## config.mk

```make
export PLATFORM = sky130hd
export DESIGN_NAME = translator_reassemble_flat
export DESIGN_NICKNAME = d
export VERILOG_FILES = /design/src/rtl/translator_reassemble_pkg.sv /design/src/rtl/avalonST.sv /design/src/rtl/translator_slice_buf.sv /design/src/rtl/translator_reassemble.sv /design/src/flat_wrapper.sv
export SDC_FILE = /design/constraint.sdc
export NUM_CORES = 1
export LEC_CHECK = 0
export ABC_AREA = 1
export ABC_CLOCK_PERIOD_IN_PS = 4420
export BUFFER_PORTS_ARGS = -buffer_cell sky130_fd_sc_hd__clkbuf_2
export CAP_MARGIN = 15
export CORE_AREA = 3 3 451 453
export DETAILED_ROUTE_END_ITERATION = 7
export DIE_AREA = 0 0 454 456
export GPL_TIMING_DRIVEN = 0
export HOLD_SLACK_MARGIN = 0.12
export PLACE_DENSITY = 0.3
export SLEW_MARGIN = 20
export SYNTH_ARGS = -nofsm -noshare
export SYNTH_HDL_FRONTEND = slang
export SYNTH_SLANG_ARGS = --single-unit
```

## constraint.sdc

```tcl
create_clock -name clk -period 4.42 [get_ports clk]
set_input_delay 0.442 -clock clk [delete_from_list [all_inputs] [get_ports clk]]
set_output_delay 0.442 -clock clk [all_outputs]
set_load 0.005 [all_outputs]
```

## src/rtl/translator_reassemble_pkg.sv

```systemverilog
// ============================================================================
// Module  : translator_reassemble_pkg
// Brief   : Shared translator beat-field constants, type codes and FSM states.
// Revision: 1.0 - initial release
// ============================================================================
`default_nettype none

package translator_reassemble_pkg;

   localparam int PKTID_LSB  = 0;
   localparam int PKTID_W    = 32;
   localparam int FOLLOW_BIT = 32;
   localparam int TYPE_BIT   = 33;
   localparam int SLICE_LSB  = 64;

   localparam logic TYPE_HDR = 1'b0;
   localparam logic TYPE_PAY = 1'b1;

   typedef enum logic [2:0] {
      ST_IDLE     = 3'd0,
      ST_WAIT_PAY = 3'd1,
      ST_PAY      = 3'd2,
      ST_DROP     = 3'd3,
      ST_OUT      = 3'd4
   } state_e;

   // Payload beats needed to fill the word above the header slice (at least one).
   function automatic int calc_pay_beats(input int slice_w, input int width_out);
      int n;
      n = (width_out - 1) / slice_w;
      if (n < 1) n = 1;
      return n;
   endfunction

endpackage

`default_nettype wire

```

## src/rtl/avalonST.sv

```systemverilog
// ============================================================================
// Module  : avalonST
// Brief   : Avalon-ST packet interface (valid/ready, sop/eop, empty, error).
// Revision: 1.0 - initial release
// ============================================================================
`default_nettype none

interface avalonST #(
   parameter int DATA_WIDTH = 512
);
   localparam int EMPTY_W = $clog2(DATA_WIDTH / 8);

   logic                  valid;
   logic                  ready;
   logic                  sop;
   logic                  eop;
   logic [EMPTY_W-1:0]    empty;
   logic                  error;
   logic [DATA_WIDTH-1:0] data;

   modport sink   (input valid, sop, eop, empty, error, data, output ready);
   modport source (output valid, sop, eop, empty, error, data, input ready);
endinterface

`default_nettype wire

```

## src/rtl/translator_slice_buf.sv

```systemverilog
// ============================================================================
// Module  : translator_slice_buf
// Brief   : Word buffer with payload beat index, slice write decode and clear.
// Revision: 1.0 - initial release
// ============================================================================
`default_nettype none

module translator_slice_buf
   import translator_reassemble_pkg::*;
#(
   parameter int DATA_WIDTH = 512,
   parameter int WIDTH_OUT  = 600
) (
   input  logic                        clk,
   input  logic                        reset,
   input  logic                        clear_i,
   input  logic                        hdr_wr_i,
   input  logic                        pay_wr_i,
   input  logic [DATA_WIDTH-SLICE_LSB-1:0] slice_i,
   output logic [WIDTH_OUT-1:0]        word_o
);
   localparam int SLICE_W   = DATA_WIDTH - SLICE_LSB;
   localparam int PAY_BEATS = calc_pay_beats(SLICE_W, WIDTH_OUT);
   localparam int IDX_W     = $clog2(PAY_BEATS + 1);

   logic [IDX_W-1:0]     idx_q, idx_d;
   logic [WIDTH_OUT-1:0] word_q, word_d;

   // Segment 0 is the header slice; segment j holds payload beat j-1, clipped at WIDTH_OUT.
   for (genvar j = 0; j <= PAY_BEATS; j++) begin : g_seg
      localparam int LO = SLICE_W * j;
      localparam int HI = (SLICE_W * (j + 1) < WIDTH_OUT) ? SLICE_W * (j + 1) : WIDTH_OUT;
      if (LO < WIDTH_OUT) begin : g_live
         logic we;
         if (j == 0) begin : g_hdr
            assign we = hdr_wr_i;
         end else begin : g_pay
            assign we = pay_wr_i && (idx_q == IDX_W'(j - 1));
         end
         assign word_d[HI-1:LO] = clear_i ? '0 : (we ? slice_i[HI-LO-1:0] : word_q[HI-1:LO]);
      end
   end

   // Index saturates at PAY_BEATS so surplus beats match no segment.
   always_comb begin
      idx_d = idx_q;
      if (clear_i)
         idx_d = '0;
      else if (pay_wr_i && (idx_q < IDX_W'(PAY_BEATS)))
         idx_d = idx_q + 1'b1;
   end

   always_ff @(posedge clk) begin
      if (reset) begin
         idx_q  <= '0;
         word_q <= '0;
      end else begin
         idx_q  <= idx_d;
         word_q <= word_d;
      end
   end

   assign word_o = word_q;

endmodule

`default_nettype wire

```

## src/rtl/translator_reassemble.sv

```systemverilog
// ============================================================================
// Module  : translator_reassemble
// Brief   : Rebuilds a wide word from NoC header + payload Avalon-ST packets.
//           Optional macro TRANSLATOR_REASSEMBLE_PKTID_CHECK_EN adds pkt_id check.
// Revision: 1.0 - initial release
// ============================================================================
`default_nettype none

module translator_reassemble
   import translator_reassemble_pkg::*;
#(
   parameter int DATA_WIDTH = 512,
   parameter int WIDTH_OUT  = 600,
   parameter int NUM_VC     = 2,
   parameter int NOC_RADIX  = 16
) (
   input  logic                 clk,
   input  logic                 reset,
   avalonST.sink                in,
   output logic [WIDTH_OUT-1:0] o_data_out,
   output logic                 o_valid_out,
   input  logic                 i_ready_in,
   output logic [31:0]          o_pktid_out,
   output logic                 o_payload_flag,
   output logic                 o_error_out,
   output logic [15:0]          o_drop_count
);
   state_e        state_q, state_d;
   logic [31:0]   pktid_q, pktid_d;
   logic          flag_q, flag_d;
   logic          err_q, err_d;
   logic [15:0]   drop_q, drop_d;
   logic [1:0]    drop_inc;
   logic [16:0]   drop_sum;
   logic          hdr_wr, pay_wr, buf_clear;
   logic          acc, pid_mismatch;
   logic [31:0]   beat_pid;
   logic          unused_bits;

   assign in.ready = (state_q != ST_OUT);
   assign acc      = in.valid && in.ready;
   assign beat_pid = in.data[PKTID_LSB +: PKTID_W];

`ifdef TRANSLATOR_REASSEMBLE_PKTID_CHECK_EN
   assign pid_mismatch = (beat_pid != pktid_q);
`else
   assign pid_mismatch = 1'b0;
`endif

   always_comb begin
      state_d  = state_q;
      pktid_d  = pktid_q;
      flag_d   = flag_q;
      err_d    = err_q;
      drop_inc = 2'd0;
      hdr_wr   = 1'b0;
      pay_wr   = 1'b0;
      case (state_q)
         ST_IDLE, ST_WAIT_PAY: begin
            if (acc) begin
               if (!in.sop) begin
                  drop_inc = 2'd1;
               end else if (in.data[TYPE_BIT] == TYPE_PAY) begin
                  if (state_q == ST_WAIT_PAY) begin
                     pay_wr  = 1'b1;
                     flag_d  = 1'b1;
                     err_d   = err_q | in.error | pid_mismatch;
                     state_d = in.eop ? ST_OUT : ST_PAY;
                  end else begin
                     drop_inc = 2'd1;
                     state_d  = in.eop ? ST_IDLE : ST_DROP;
                  end
               end else begin
                  // A header in WAIT_PAY abandons the pending word, then acts as in IDLE.
                  drop_inc = (state_q == ST_WAIT_PAY) ? 2'd1 : 2'd0;
                  if (!in.eop) begin
                     drop_inc = drop_inc + 2'd1;
                     state_d  = ST_DROP;
                  end else begin
                     hdr_wr  = 1'b1;
                     pktid_d = beat_pid;
                     flag_d  = 1'b0;
                     err_d   = in.error;
                     state_d = in.data[FOLLOW_BIT] ? ST_WAIT_PAY : ST_OUT;
                  end
               end
            end
         end
         ST_PAY: begin
            if (acc) begin
               pay_wr = 1'b1;
               err_d  = err_q | in.error | in.sop;
               if (in.eop) state_d = ST_OUT;
            end
         end
         ST_DROP: begin
            if (acc && in.eop) state_d = ST_IDLE;
         end
         ST_OUT: begin
            if (i_ready_in) state_d = ST_IDLE;
         end
         default: state_d = ST_IDLE;
      endcase
   end

   assign buf_clear = (state_d == ST_IDLE);
   assign drop_sum  = {1'b0, drop_q} + 17'(drop_inc);
   assign drop_d    = drop_sum[16] ? 16'hFFFF : drop_sum[15:0];

   always_ff @(posedge clk) begin
      if (reset) begin
         state_q <= ST_IDLE;
         pktid_q <= '0;
         flag_q  <= 1'b0;
         err_q   <= 1'b0;
         drop_q  <= '0;
      end else begin
         state_q <= state_d;
         pktid_q <= pktid_d;
         flag_q  <= flag_d;
         err_q   <= err_d;
         drop_q  <= drop_d;
      end
   end

   translator_slice_buf #(
      .DATA_WIDTH (DATA_WIDTH),
      .WIDTH_OUT  (WIDTH_OUT)
   ) u_slice_buf (
      .clk      (clk),
      .reset    (reset),
      .clear_i  (buf_clear),
      .hdr_wr_i (hdr_wr),
      .pay_wr_i (pay_wr),
      .slice_i  (in.data[DATA_WIDTH-1:SLICE_LSB]),
      .word_o   (o_data_out)
   );

   assign o_valid_out    = (state_q == ST_OUT);
   assign o_pktid_out    = pktid_q;
   assign o_payload_flag = flag_q;
   assign o_error_out    = err_q;
   assign o_drop_count   = drop_q;

   assign unused_bits = ^{in.empty, in.data[SLICE_LSB-1:TYPE_BIT+1], NUM_VC[0], NOC_RADIX[0]};

endmodule

`default_nettype wire

```

## src/flat_wrapper.sv

```systemverilog
// flat-port wrapper written by rule: the top's interface ports become plain ports
module translator_reassemble_flat import translator_reassemble_pkg::*;
#(
   parameter int DATA_WIDTH = 512,
   parameter int WIDTH_OUT  = 600,
   parameter int NUM_VC     = 2,
   parameter int NOC_RADIX  = 16
)
  (clk, reset, o_data_out, o_valid_out, i_ready_in, o_pktid_out, o_payload_flag, o_error_out, o_drop_count, in_valid, in_sop, in_eop, in_empty, in_error, in_data, in_ready);
  avalonST #(.DATA_WIDTH(DATA_WIDTH)) in_i ();
  input  logic clk;
  input  logic reset;
  output logic [WIDTH_OUT-1:0] o_data_out;
  output logic o_valid_out;
  input  logic i_ready_in;
  output logic [31:0] o_pktid_out;
  output logic o_payload_flag;
  output logic o_error_out;
  output logic [15:0] o_drop_count;
  input wire logic [$bits(in_i.valid)-1:0] in_valid;
  input wire logic [$bits(in_i.sop)-1:0] in_sop;
  input wire logic [$bits(in_i.eop)-1:0] in_eop;
  input wire logic [$bits(in_i.empty)-1:0] in_empty;
  input wire logic [$bits(in_i.error)-1:0] in_error;
  input wire logic [$bits(in_i.data)-1:0] in_data;
  output wire logic [$bits(in_i.ready)-1:0] in_ready;
  assign in_i.valid = in_valid;
  assign in_i.sop = in_sop;
  assign in_i.eop = in_eop;
  assign in_i.empty = in_empty;
  assign in_i.error = in_error;
  assign in_i.data = in_data;
  assign in_ready = in_i.ready;
  translator_reassemble #(.DATA_WIDTH(DATA_WIDTH), .WIDTH_OUT(WIDTH_OUT), .NUM_VC(NUM_VC), .NOC_RADIX(NOC_RADIX)) u_core (.clk(clk), .reset(reset), .in(in_i), .o_data_out(o_data_out), .o_valid_out(o_valid_out), .i_ready_in(i_ready_in), .o_pktid_out(o_pktid_out), .o_payload_flag(o_payload_flag), .o_error_out(o_error_out), .o_drop_count(o_drop_count));
endmodule
```

==> flow_summary.ini <==
[status]
status = completed

[clock_tree]
clk-insertion-delay-late_ns = 0.72
ctsHtreeMaxLevel = 3
cts.path.max_buffers = 3
root_buffer = sky130_fd_sc_hd__clkbuf_16
post_cts.resized_instances = 0
cts_made_buffers = 90
path_clk_slew_ns = 0.06
clock_sink_count = 654
cts_tree = done

[sta]
grt_setup_unrepaired = false
setup_skew_after_layout_ns = 0.0321
timing.final.hold_violations = 0
slew_headroom_pct = 38.6
min_period_over_period_pct = 79.6
setup_slack_ns = 0.901
max_slew.worst_pin.slew_ns = 0.922
setup_viol = 0
setup_tns_ns = 0
timing.final.crit_period_ns = 3.52
timing_max_transition_violations_final = 0
max_clock_freq_ghz = 0.284

[worst_setup_path]
most_repeated_library_cell_on_the_critical_path = sky130_fd_sc_hd__inv_1
crit_fanout = 10
cp_class = flip-flop to flip-flop
worst-endpoint-required_ns = 5.06
critPathSlowestCell = sky130_fd_sc_hd__dfxtp_1
critical_path.endpoint_type = flip-flop
cp_cell_sequence = nor2_2, nand2_1, inv_1, ha_1, a311oi_1, ha_1, inv_1, fa_1, nor2_1, nand3_1, inv_1, nand3_1, clkbuf_1, a31oi_1
arrival_ns = 4.16
worst_path_largest_cell_delay_ns = 0.43
worst_setup_path_start_kind = flip-flop

[power_and_ir_drop]
cellLeakagePower_nw = 18.6
post-layout-total-power_mw = 15.5
power_per_cell_area_mw_per_mm2 = 363
power.ir.vdd_worst_mv = 0.265

[yosys]
synth-edff-count = 0
synth_seq_area_share_pct = 50.5
synth.avg_cell_area_um2 = 7.82
ys_seq_elements = 654
synth.net_count = 3843
synthFlopType = sky130_fd_sc_hd__dfxtp_1
post_synth_instance_area_mm2 = 0.0259
synth.lib_cells_used.distinct = 31
async_reset_ff_share_pct = 0
synthCells = 3312
ys_warnings = 0

[layout]
finish.net_count = 5553
drive_above_1_share_pct = 29.5
utilization_pct = 21.4
flow.area_growth_from_synthesis_pct = 65.3

[grt]
pin_count_of_the_biggest_net_entering_global_routing = 14
global_route_wire_length_before_repair_mm = 251
grt_pass1_vias = 30431
antenna_found_initial = 34
globalRoute.totalOverflow = 0
grt_util_all_layers_pct = 17.2

[route]
first_iter_violations = 1831
detail_route.first_pass.iterations = 5
antenna_nets_post_route = 0
avgViaCountPerCell = 3.86
route.final.wire_length_mm = 185
routed_wire_length_per_instance_um = 23.8
dr_total_vias = 29915
detail_route.drc_violations = 0

[flow_run]
max_cap_check_violation_count = 0

[floorplan]
io_pins = 1177
die_area_mm2 = 0.207
floorplan.rows = 164
die-height_um = 456
placeableCoreArea_mm2 = 0.200
die-width_um = 454
floorplan.initialDensity_pct = 13.0

[placed_design]
post-place-ws_ns = 0.505
dp_hpwl_mm = 148
portbufs = 1140
gp_routability_congestion = 0.855

[hold_path]
holdCritPathClass = input port to flip-flop
==> path summary, 6_finish.rpt <==
check	startpoint	cells after the start	endpoint	slack, ns
worst max-delay path	u_core.state_q[1]	14	u_core.o_drop_count[10]	0.90
worst min-delay path	in_data[33]	5	u_core.state_q[2]	0.23
worst max register to register	u_core.state_q[1]	14	u_core.o_drop_count[10]	0.90
worst min register to register	u_core.o_payload_flag	2	u_core.o_payload_flag	0.46
==> cells in the final DEF, fill, tap and decap left out, types with 2 or more instances in the layout <==
| cell type | netlist | routed |
|---|---|---|
| sky130_fd_sc_hd__clkbuf_2 | 0 | 1144 |
| sky130_fd_sc_hd__a21oi_1 | 729 | 729 |
| sky130_fd_sc_hd__dfxtp_1 | 654 | 654 |
| sky130_fd_sc_hd__nand2_1 | 575 | 575 |
| sky130_fd_sc_hd__dlygate4sd3_1 | 0 | 478 |
| sky130_fd_sc_hd__a21boi_0 | 332 | 332 |
| sky130_fd_sc_hd__inv_1 | 299 | 299 |
| sky130_fd_sc_hd__buf_2 | 202 | 202 |
| sky130_fd_sc_hd__nor2_1 | 196 | 196 |
| sky130_fd_sc_hd__clkbuf_16 | 0 | 91 |
| sky130_fd_sc_hd__clkbuf_1 | 68 | 84 |
| sky130_fd_sc_hd__o21ai_0 | 80 | 80 |
| sky130_fd_sc_hd__o21ai_1 | 72 | 72 |
| sky130_fd_sc_hd__nand3_1 | 54 | 54 |
| sky130_fd_sc_hd__clkbuf_8 | 0 | 20 |
| sky130_fd_sc_hd__diode_2 | 0 | 12 |
| sky130_fd_sc_hd__clkinv_2 | 0 | 11 |
| sky130_fd_sc_hd__buf_1 | 9 | 9 |
| sky130_fd_sc_hd__bufinv_16 | 0 | 6 |
| sky130_fd_sc_hd__xor2_1 | 5 | 5 |
| sky130_fd_sc_hd__ha_1 | 5 | 5 |
| sky130_fd_sc_hd__nor3_1 | 4 | 4 |
| sky130_fd_sc_hd__nand4_1 | 4 | 4 |
| sky130_fd_sc_hd__a31oi_1 | 4 | 4 |
| sky130_fd_sc_hd__clkinv_4 | 0 | 4 |
| sky130_fd_sc_hd__inv_2 | 3 | 3 |
| sky130_fd_sc_hd__clkinv_16 | 0 | 3 |
| sky130_fd_sc_hd__clkinvlp_4 | 0 | 3 |
| sky130_fd_sc_hd__nor2_2 | 2 | 2 |
| sky130_fd_sc_hd__o21ai_2 | 2 | 2 |
| sky130_fd_sc_hd__a21boi_1 | 2 | 2 |
| sky130_fd_sc_hd__or2_2 | 2 | 2 |
| sky130_fd_sc_hd__inv_6 | 0 | 2 |
==> layer usage <==
| metal | track usage (%) | wire length, um | part of all wire [%] |
|---|---|---|---|
| met5 | 0 | 41 | 0.022 |
| met4 | 5.78 | 6020 | 3.3 |
| met1 | 20.4 | 76100 | 41 |
| met2 | 30.1 | 91500 | 49 |
| met3 | 4.16 | 11300 | 6.1 |
==> where the power goes <==
part	leakage, nW	internal, mW	switching [mW]
Sequential	5.27	5.98	0.0514
Clock	1.49	4.50	3.24
Combinational	11.8	0.686	1.07
Total	18.6	11.2	4.36
==> through the flow <==
step	hold WS (ns)	instances	instance area (um2)
6_report	0.234	7760	42800
3_5_place_dp	0.458	7108	34900
5_1_grt	0.200	7755	42800
3_3_place_gp	0.461	7108	34900
2_1_floorplan	0.457	3312	25900
4_1_cts	0.126	7748	42800
==> cells by family after synthesis <==
family	Yosys count	share of synthesized area, %
AO/OA/AOI/OAI	1225	27.0
XOR/XNOR	5	0.169
flip-flops	654	50.5
buffers and inverters	582	9.42
adder cells (fa/ha/maj)	6	0.319
AND/OR/NAND/NOR	840	12.6
==> state kept, by name (all words and copies together) (netlist names) <==
register and count:
u_core.o_drop_count 16, u_core.o_payload_flag 1, u_core.o_error_out 1, u_core.state_q 3, u_core.o_pktid_out 32, u_core.u_slice_buf.idx_q 1, u_core.u_slice_buf.word_o 600
==> worst max-delay path, delay by kind of cell (launching register included) <==
| kind | cells | cell delay (ns) |
|---|---|---|
| AO/OA/AOI/OAI | 2 | 0.52 |
| AND/OR/NAND/NOR | 5 | 0.90 |
| flip-flops | 1 | 0.43 |
| buffers and inverters | 4 | 0.63 |
| adder cells (fa/ha/maj) | 3 | 0.96 |
==> synthesized netlist by cell type (all sizes together) (5+ instances only) <==
cell,number,area (um2)
buf,212,1050
nand4,5,37.5
o21ai,154,778
inv,302,1130
a21boi,334,2510
dfxtp,654,13100
clkbuf,68,255
a21oi,729,3650
nand3,54,270
nand2,576,2160
nor2,198,748
xor2,5,43.8
ha,5,62.6
==> timing repair <==
action                                 in CTS  in global routing
endpoints found under the hold margin     625                  0
hold buffers                              478                  0
buffers inserted                            0                  0
==> layout make-up <==
type	count	area [um2]
plain buffers	280	1310
flip-flops and latches	654	13100
well taps	2656	3320
clock buffers	131	2630
repair buffers	1618	10500
fillers	22721	157000
diodes	12	30.0
multi-input cells	2076	10400
inverters	302	1130
clock inverters	31	437
Note: power is estimated with default switching activity, not from simulation.
